<file path="config.mk">
export PLATFORM = sky130hd
export DESIGN_NAME = sseg_scan_driver
export DESIGN_NICKNAME = d
export VERILOG_FILES = /design/src/rtl/sseg_scan_driver.sv
export SDC_FILE = /design/constraint.sdc
export NUM_CORES = 1
export LEC_CHECK = 0
export ABC_AREA = 1
export BUFFER_PORTS_ARGS = -buffer_cell sky130_fd_sc_hd__buf_2
export CORE_UTILIZATION = 45
export CTS_BUF_LIST = sky130_fd_sc_hd__clkbuf_16
export CTS_CLUSTER_SIZE = 14
export DETAILED_ROUTE_END_ITERATION = 8
export GPL_TIMING_DRIVEN = 0
export MAX_ROUTING_LAYER = met4
export PLACE_DENSITY = 0.79
export SLEW_MARGIN = 40
export SYNTH_ARGS = -nofsm -noshare
export SYNTH_HDL_FRONTEND = slang
export SYNTH_SLANG_ARGS = --single-unit
</file>
<file path="constraint.sdc">
create_clock -name clk -period 4.1 [get_ports clk]
set_input_delay 0.41 -clock clk [delete_from_list [all_inputs] [get_ports clk]]
set_output_delay 0.41 -clock clk [all_outputs]
set_load 0.05 [all_outputs]
</file>
<file path="src/rtl/sseg_scan_driver.sv">
// Time-multiplexed seven-segment scan driver with double-buffered digits,
// leading-zero suppression and an all-off guard interval at each slot start.
// Outputs are registered one cycle after the div_cnt/scan_idx state; no backpressure.
module sseg_scan_driver #(
  parameter int NUM_DIGITS = 8,
  parameter int TICK_DIV   = 12500,
  parameter int GUARD      = 16,
  localparam int IDX_W     = (NUM_DIGITS > 1) ? $clog2(NUM_DIGITS) : 1,
  localparam int CNT_W     = $clog2(TICK_DIV)
) (
  input  logic                    clk,
  input  logic                    reset,
  input  logic [4*NUM_DIGITS-1:0] hex_in,
  input  logic [NUM_DIGITS-1:0]   dp_in,
  input  logic [NUM_DIGITS-1:0]   digit_en,
  input  logic                    load,
  input  logic                    lz_en,
  output logic [NUM_DIGITS-1:0]   AN,
  output logic [6:0]              sseg,
  output logic                    DP,
  output logic [IDX_W-1:0]        scan_idx,
  output logic                    frame_start
);

  logic [CNT_W-1:0]        div_cnt;
  logic                    slot_end;
  logic                    frame_wrap;

  // Pending buffer is written by load; active buffer is what gets scanned.
  logic [4*NUM_DIGITS-1:0] pend_hex, act_hex;
  logic [NUM_DIGITS-1:0]   pend_dp, act_dp;
  logic [NUM_DIGITS-1:0]   pend_en, act_en;
  logic                    act_lz;

  logic [NUM_DIGITS-1:0]   nib_zero;
  logic [NUM_DIGITS-1:0]   quiet_above;
  logic [NUM_DIGITS-1:0]   suppress;

  logic [3:0]              cur_nib;
  logic                    cur_dp;
  logic                    cur_lit;
  logic [NUM_DIGITS-1:0]   an_sel;
  logic [6:0]              seg_dec;
  logic                    in_guard;

  assign slot_end   = (div_cnt == CNT_W'(TICK_DIV - 1));
  assign frame_wrap = slot_end && (scan_idx == IDX_W'(NUM_DIGITS - 1));
  assign in_guard   = (div_cnt < CNT_W'(GUARD));

  // Prescaler and digit scan position; frame_start marks the wrap to digit 0.
  always_ff @(posedge clk or posedge reset) begin
    if (reset) begin
      div_cnt     <= '0;
      scan_idx    <= '0;
      frame_start <= 1'b0;
    end else begin
      div_cnt     <= slot_end ? '0 : div_cnt + 1'b1;
      frame_start <= frame_wrap;
      if (slot_end) begin
        scan_idx <= frame_wrap ? '0 : scan_idx + 1'b1;
      end
    end
  end

  // Double buffer: active only changes on the frame wrap edge, and takes the
  // pending contents as they stood before any load on that same edge.
  always_ff @(posedge clk or posedge reset) begin
    if (reset) begin
      pend_hex <= '0;
      pend_dp  <= '0;
      pend_en  <= '0;
      act_hex  <= '0;
      act_dp   <= '0;
      act_en   <= '0;
      act_lz   <= 1'b0;
    end else begin
      if (load) begin
        pend_hex <= hex_in;
        pend_dp  <= dp_in;
        pend_en  <= digit_en;
      end
      if (frame_wrap) begin
        act_hex <= pend_hex;
        act_dp  <= pend_dp;
        act_en  <= pend_en;
        act_lz  <= lz_en;
      end
    end
  end

  // Leading-zero suppression: a digit blanks when it and every digit above it
  // is zero or disabled; digit 0 always shows.
  always_comb begin
    logic run;
    nib_zero    = '0;
    quiet_above = '0;
    suppress    = '0;
    run         = 1'b1;
    for (int i = 0; i < NUM_DIGITS; i++) begin
      nib_zero[i] = (act_hex[4*i +: 4] == 4'h0);
    end
    for (int i = NUM_DIGITS - 1; i >= 0; i--) begin
      quiet_above[i] = run;
      run = run & (nib_zero[i] | ~act_en[i]);
    end
    for (int i = 1; i < NUM_DIGITS; i++) begin
      suppress[i] = act_lz & nib_zero[i] & quiet_above[i];
    end
  end

  // Select the nibble, decimal point and anode of the digit in its slot.
  always_comb begin
    cur_nib = 4'h0;
    cur_dp  = 1'b0;
    cur_lit = 1'b0;
    an_sel  = '1;
    for (int i = 0; i < NUM_DIGITS; i++) begin
      if (scan_idx == IDX_W'(i)) begin
        cur_nib   = act_hex[4*i +: 4];
        cur_dp    = act_dp[i];
        cur_lit   = act_en[i] & ~suppress[i];
        an_sel[i] = 1'b0;
      end
    end
  end

  // Hex to active-low {g,f,e,d,c,b,a}.
  always_comb begin
    seg_dec = 7'h7F;
    case (cur_nib)
      4'h0: seg_dec = 7'b1000000;
      4'h1: seg_dec = 7'b1111001;
      4'h2: seg_dec = 7'b0100100;
      4'h3: seg_dec = 7'b0110000;
      4'h4: seg_dec = 7'b0011001;
      4'h5: seg_dec = 7'b0010010;
      4'h6: seg_dec = 7'b0000010;
      4'h7: seg_dec = 7'b1111000;
      4'h8: seg_dec = 7'b0000000;
      4'h9: seg_dec = 7'b0010000;
      4'hA: seg_dec = 7'b0001000;
      4'hB: seg_dec = 7'b0000011;
      4'hC: seg_dec = 7'b1000110;
      4'hD: seg_dec = 7'b0100001;
      4'hE: seg_dec = 7'b0000110;
      default: seg_dec = 7'b0001110;
    endcase
  end

  // Registered pin drive; guard cycles and blanked digits keep every anode off,
  // so at most one anode is ever low.
  always_ff @(posedge clk or posedge reset) begin
    if (reset) begin
      AN   <= '1;
      sseg <= 7'h7F;
      DP   <= 1'b1;
    end else if (in_guard || !cur_lit) begin
      AN   <= '1;
      sseg <= 7'h7F;
      DP   <= 1'b1;
    end else begin
      AN   <= an_sel;
      sseg <= seg_dec;
      DP   <= ~cur_dp;
    end
  end

endmodule

</file>
==> results.cfg, run 1 <==
[run_status]
status = completed

[worst_setup_path]
critPathCaptureType = register
startpoint = scan_idx[0]
path_cells = ha_1, ha_1, inv_1, clkbuf_1, nand2_1, inv_1, nand2_1, nand2_2, inv_1, ha_1, nand3_1, o21ai_1, a21oi_1, nand2_1
reg2reg_slack_ps = 1460
cpPeakStageDelay_ps = 440
crit_type = reg2reg
cpMaxStageDelayCell = dfrtp_1
cp.required_ps = 4450
r2r_start = scan_idx[0]
reg2reg_to = sseg[5]
path_buf_inv = 4
crit_arrival_ps = 2990
ff2ff_path_depth = 14
critical_path.top_delay_family = adder cells
worst-path-max-fanout = 10
crit_path_start_kind = register

[pwr]
powerDensity_mw_per_mm2 = 399
vdd_ir_drop_max_v = 0.000295
p_leak_nw = 3.64

[clocking]
root_buffer = clkbuf_16
cts.clk_slew.worst_paths_ps = 60
clockBufferDepth = 2
cts_buffers = 17
cts_num_sinks = 131
cts_resized = 0
cts_tree = done
htreeDepth = 4
cts_setup_buffers = 0
clk_latency_ps = 420
cts-hold-fix-buffers = 0

[floorplanning]
start_util = 0.461
pin_count = 72
core_mm2 = 0.0132
die_area_mm2 = 0.0140
rows = 42
fp.dieH_um = 118
die-width_um = 118

[synthesis]
synth_cell_types = 39
netlist.area_leader.share = 0.472
syn_nets = 790
syn_area_mm2 = 0.00610
ys_seq_area_frac = 0.540
synth-xor-area-share = 0.00718
synth_top_family_by_area = simple AND/OR/NAND/NOR gates
postSynthCellCount = 726
synthMuxAreaShare = 0
synth_compound_area_frac = 0.110
synthAdderAreaFrac = 0.0246
synthSimpleGateAreaFrac = 0.235
avgSynthCellArea_um2 = 8.41
synth.area.top_cells = dfrtp_1, nand2_1, o21ai_0
yosys_warnings = 0
synth_area_leader_cell = dfrtp_1
synth_seq_cells = 131

[finish]
regArea_mm2 = 0.00330
num_antenna_cells = 0
drive_gt1_frac = 0.200
fill_cells = 1238
mostFrequentLayoutCells = nand2_1, dfrtp_1, o21ai_0
multi_input_area_mm2 = 0.00230
syn_to_final_growth_pct = 19.1
fin_nets = 880
mostFrequentLayoutCell = nand2_1
utilization = 0.549
instances_no_fill = 1005

[sta]
fin_crit_sh = 0.645
worst_pin_slew_ps = 591
timing.slew.headroom = 0.606
fin_crit_ps = 2640
max_freq_mhz = 378
slew_viol_final = 0
hold_viol = 0
rsz0062_at_grt = no
finalSetupViolCount = 0
finClkSkew_ps = 15.5
fin_hold_ws_ps = 24.8

[drt]
drtIter0Drc = 357
drt-total-wl_um = 13600
avgRoutedWirePerCell_um = 13.5
drc = 0
drtPass1Iterations = 5
viasPerCell = 4.95
routed-via-count = 4973
ant_nets = 0

[place]
dp_hpwl_um = 9600
place.gp.congestion = 0.870
placed_cells = 973
place.port_buffers = 70

[grt]
grt_usage = 0.221
antenna_found_initial = 0
grt_max_degree = 67
first_global_vias = 4840
overflow = 0
grt_first_pass_wirelength_um = 23300

[run]
maxCapViolCount = 0

[min_path]
hold_class = in2async
## synth_stat cells
library cell  count
inv_2             5
a31oi_1           3
a21oi_4           1
nand4_1           8
xnor2_1           2
buf_2             5
and3_1            1
nor4_1            1
nand2_4           3
nor2_4            3
nor2_1           47
o21ai_2           1
nor3_1            6
xor2_1            3
ha_1             12
nor2_2            2
nand3b_1          1
nand2_2          17
clkbuf_1         16
inv_1            95
a21o_1            1
dfrtp_1         115
inv_6             1
nor3b_1           1
a21oi_1           9
o211ai_1          2
nor4_2            1
nand3_2           2
a21boi_4          1
o21ai_1          10
dfstp_2          16
a211oi_1          1
nand2_1         198
or2_1             1
o21ai_0          97
or2_0             3
or2_2             2
buf_6             3
nand3_1          30
## how the worst max path moves through the flow
stage	slack, ps	cells past startpoint	to
detailed placement	1460	14	sseg[5]
CTS	1440	14	sseg[5]
global placement	-1190	2	pend_hex[22]
global route	1160	16	sseg[5]
finish	1460	14	sseg[5]
floorplan	220	1	act_dp[0]
## sequential cells by signal, summed over array words and instances, names as in the netlist, 3 cells and up
register  count
AN            8
act_dp        8
act_en        8
act_hex      32
div_cnt      14
pend_dp       8
pend_en       8
pend_hex     32
scan_idx      3
sseg          7
## final cells by class
| type | instances | share of cell area |
|---|---|---|
| clock inverters | 15 | 0.0183 |
| repair buffers | 71 | 0.0520 |
| plain buffers | 24 | 0.0164 |
| well taps | 176 | 0.0303 |
| clock buffers | 17 | 0.0586 |
| flip-flops and latches | 131 | 0.454 |
| multi-input cells | 470 | 0.317 |
| inverters | 101 | 0.0539 |
## where the power goes
part	switching (W)	internal (W)	total (W)	leakage, nW
logic	0.0000850	0.0000408	0.000126	1.70
clock network	0.000589	0.000836	0.00142	0.272
registers	0.0000111	0.00134	0.00135	1.67
total	0.000685	0.00221	0.00290	3.64
## stage by stage
step	total power (W)	setup slack [ps]	instance area, um2	TNS (ps)
detailed placement	0.00150	1460	6710	0
floorplan	0.00144	219	6100	0
global placement	0.00149	-1190	6670	-136850
global route	0.00301	1160	7270	0
CTS	0.00292	1440	7270	0
finish	0.00290	1460	7270	0
## metal layers
metal,up-vias,global-route usage,wire length [um]
met5,-,-,0
met4,0,0.0752,227
met3,18,0.0550,778
met2,165,0.333,6190
met1,2315,0.292,6380
li1,2475,-,-
## logic make-up (layout without fill, tap and decap cells)
family,after synthesis,after routing
buffers and inverters,125,228
AND/OR/NAND/NOR,327,327
adder cells (fa/ha/maj),12,12
XOR/XNOR,5,5
AO/OA/AOI/OAI,126,126
flip-flops,131,131
Power figures use the tool's default switching activity.
==> run 2, diff against run 1 <==
- PLACE_DENSITY: 0.79 -> 0.76
- clock period: 4.1 -> 2.7 ns (I/O delays scaled with it)
==> results.cfg, run 2 (synthesis gave the netlist of run 1 again) <==
[pwr]
p_leak_nw = 3.76
vdd_ir_drop_max_v = 0.000538
powerDensity_mw_per_mm2 = 619

[place]
placed_area_mm2 = 0.00683
placed_cells = 978
dp_hpwl_um = 10200
place.port_buffers = 70
place.gp.congestion = 0.843

[floorplanning]
die-width_um = 118
start_util = 0.461
rows = 42
fp.dieH_um = 118
pin_count = 72
core_mm2 = 0.0132
die_area_mm2 = 0.0140

[clocking]
clk_latency_ps = 430
clockBufferDepth = 2
htreeDepth = 4
cts_buffers = 17
root_buffer = clkbuf_16
cts.clk_slew.worst_paths_ps = 60
cts_num_sinks = 131
cts_tree = done

[worst_setup_path]
crit_path_start_kind = register
crit_type = reg2reg
r2r_start = scan_idx[1]
reg2reg_to = sseg[5]
ff2ff_path_depth = 11
critPathCaptureType = register
cp.required_ps = 3050
worst-path-max-fanout = 12
crit_arrival_ps = 2840
reg2reg_slack_ps = 200

[finish]
fin_nets = 892
num_antenna_cells = 0
syn_to_final_growth_pct = 23.5
mostFrequentLayoutCell = nand2_1
instances_no_fill = 1017
drive_gt1_frac = 0.221
mostFrequentLayoutCells = nand2_1, dfrtp_1, o21ai_0
fin_area_mm2 = 0.00754
largestRegisters = act_hex (32), pend_hex (32), div_cnt (14)
utilization = 0.569

[sta]
max_freq_mhz = 400
fin_hold_ws_ps = 52.2
worst_pin_slew_ps = 588
fin_setup_tns_ps = 0
fin_crit_ps = 2500
fin_crit_sh = 0.926
finClkSkew_ps = 11.4
hold_viol = 0
slew_viol_final = 0
finalSetupViolCount = 0
timing.slew.headroom = 0.605

[min_path]
hold_class = in2reg
whs_path_depth = 3
hp-start = hex_in[25]
hold_path_end = pend_hex[25]

[grt]
grt_max_degree = 27
first_global_vias = 4862
grt_usage = 0.226
overflow = 0
antenna_found_initial = 0
grt_first_pass_wirelength_um = 23700

[run_status]
status = completed

[drt]
avgRoutedWirePerCell_um = 13.8
ant_nets = 0
drc = 0
drt-total-wl_um = 14100
viasPerCell = 4.94
drtIter0Drc = 480
drtPass1Iterations = 5
routed-via-count = 5019

[run]
maxCapViolCount = 0
==> run 2: worst max path at each step <==
stage / startpoint / end / slack, ps / cells after the start
final: scan_idx[1] / sseg[5] / 200 / 11
after global routing: scan_idx[1] / sseg[3] / -4 / 21
after CTS: scan_idx[0] / sseg[5] / 30 / 14
after detailed placement: scan_idx[0] / sseg[5] / 50 / 14
after global placement: reset / pend_hex[23] / 20 / 2
after floorplan: scan_idx[0] / sseg[5] / 190 / 12
==> run 2: final cells by class <==
class | count | area, um2
fill | 1210 | 5700
buffer | 23 | 115
multi-input combinational | 470 | 2340
timing repair buffer | 84 | 563
inverter | 101 | 388
clock inverter | 15 | 190
tap | 176 | 220
clock buffer | 17 | 425
sequential | 131 | 3300
==> run 2: where the power goes <==
part	total, W	internal [W]	switching [W]
Sequential	0.00205	0.00203	0.0000168
Clock	0.00241	0.00154	0.000875
Combinational	0.000213	0.0000804	0.000132
Total	0.00467	0.00365	0.00102
==> run 2: stage by stage <==
stage	power, W	setup slack (ps)
2_1_floorplan	0.00218	188
3_3_place_gp	0.00226	15.2
3_5_place_dp	0.00230	52.3
5_1_grt	0.00484	-3.68
6_report	0.00467	201
4_1_cts	0.00470	29.0
==> run 2: layer usage <==
metal	routed length, um	share of wire	track usage
met1	6370	0.45	0.291
met2	6750	0.48	0.356
met3	680	0.048	0.0468
met4	274	0.019	0.0799
met5	0	0	-
==> run 2: critical path, stage by stage, from the launching register on <==
cell and delay, ps:
dfrtp_1 420, ha_1 220, ha_1 330, inv_1 270
or2_2 350, nand2_2 150, inv_2 70, ha_1 230
nand3_2 100, o21ai_1 60, a21oi_1 140, nand2_1 70
==> run 2: repair_timing <==
action                                  in CTS  in global routing
hold endpoints to repair                     9                  0
setup buffers                                0                  7
endpoints found under the setup margin       0                  6
resized for setup                            0                 12
hold buffers                                 1                  0
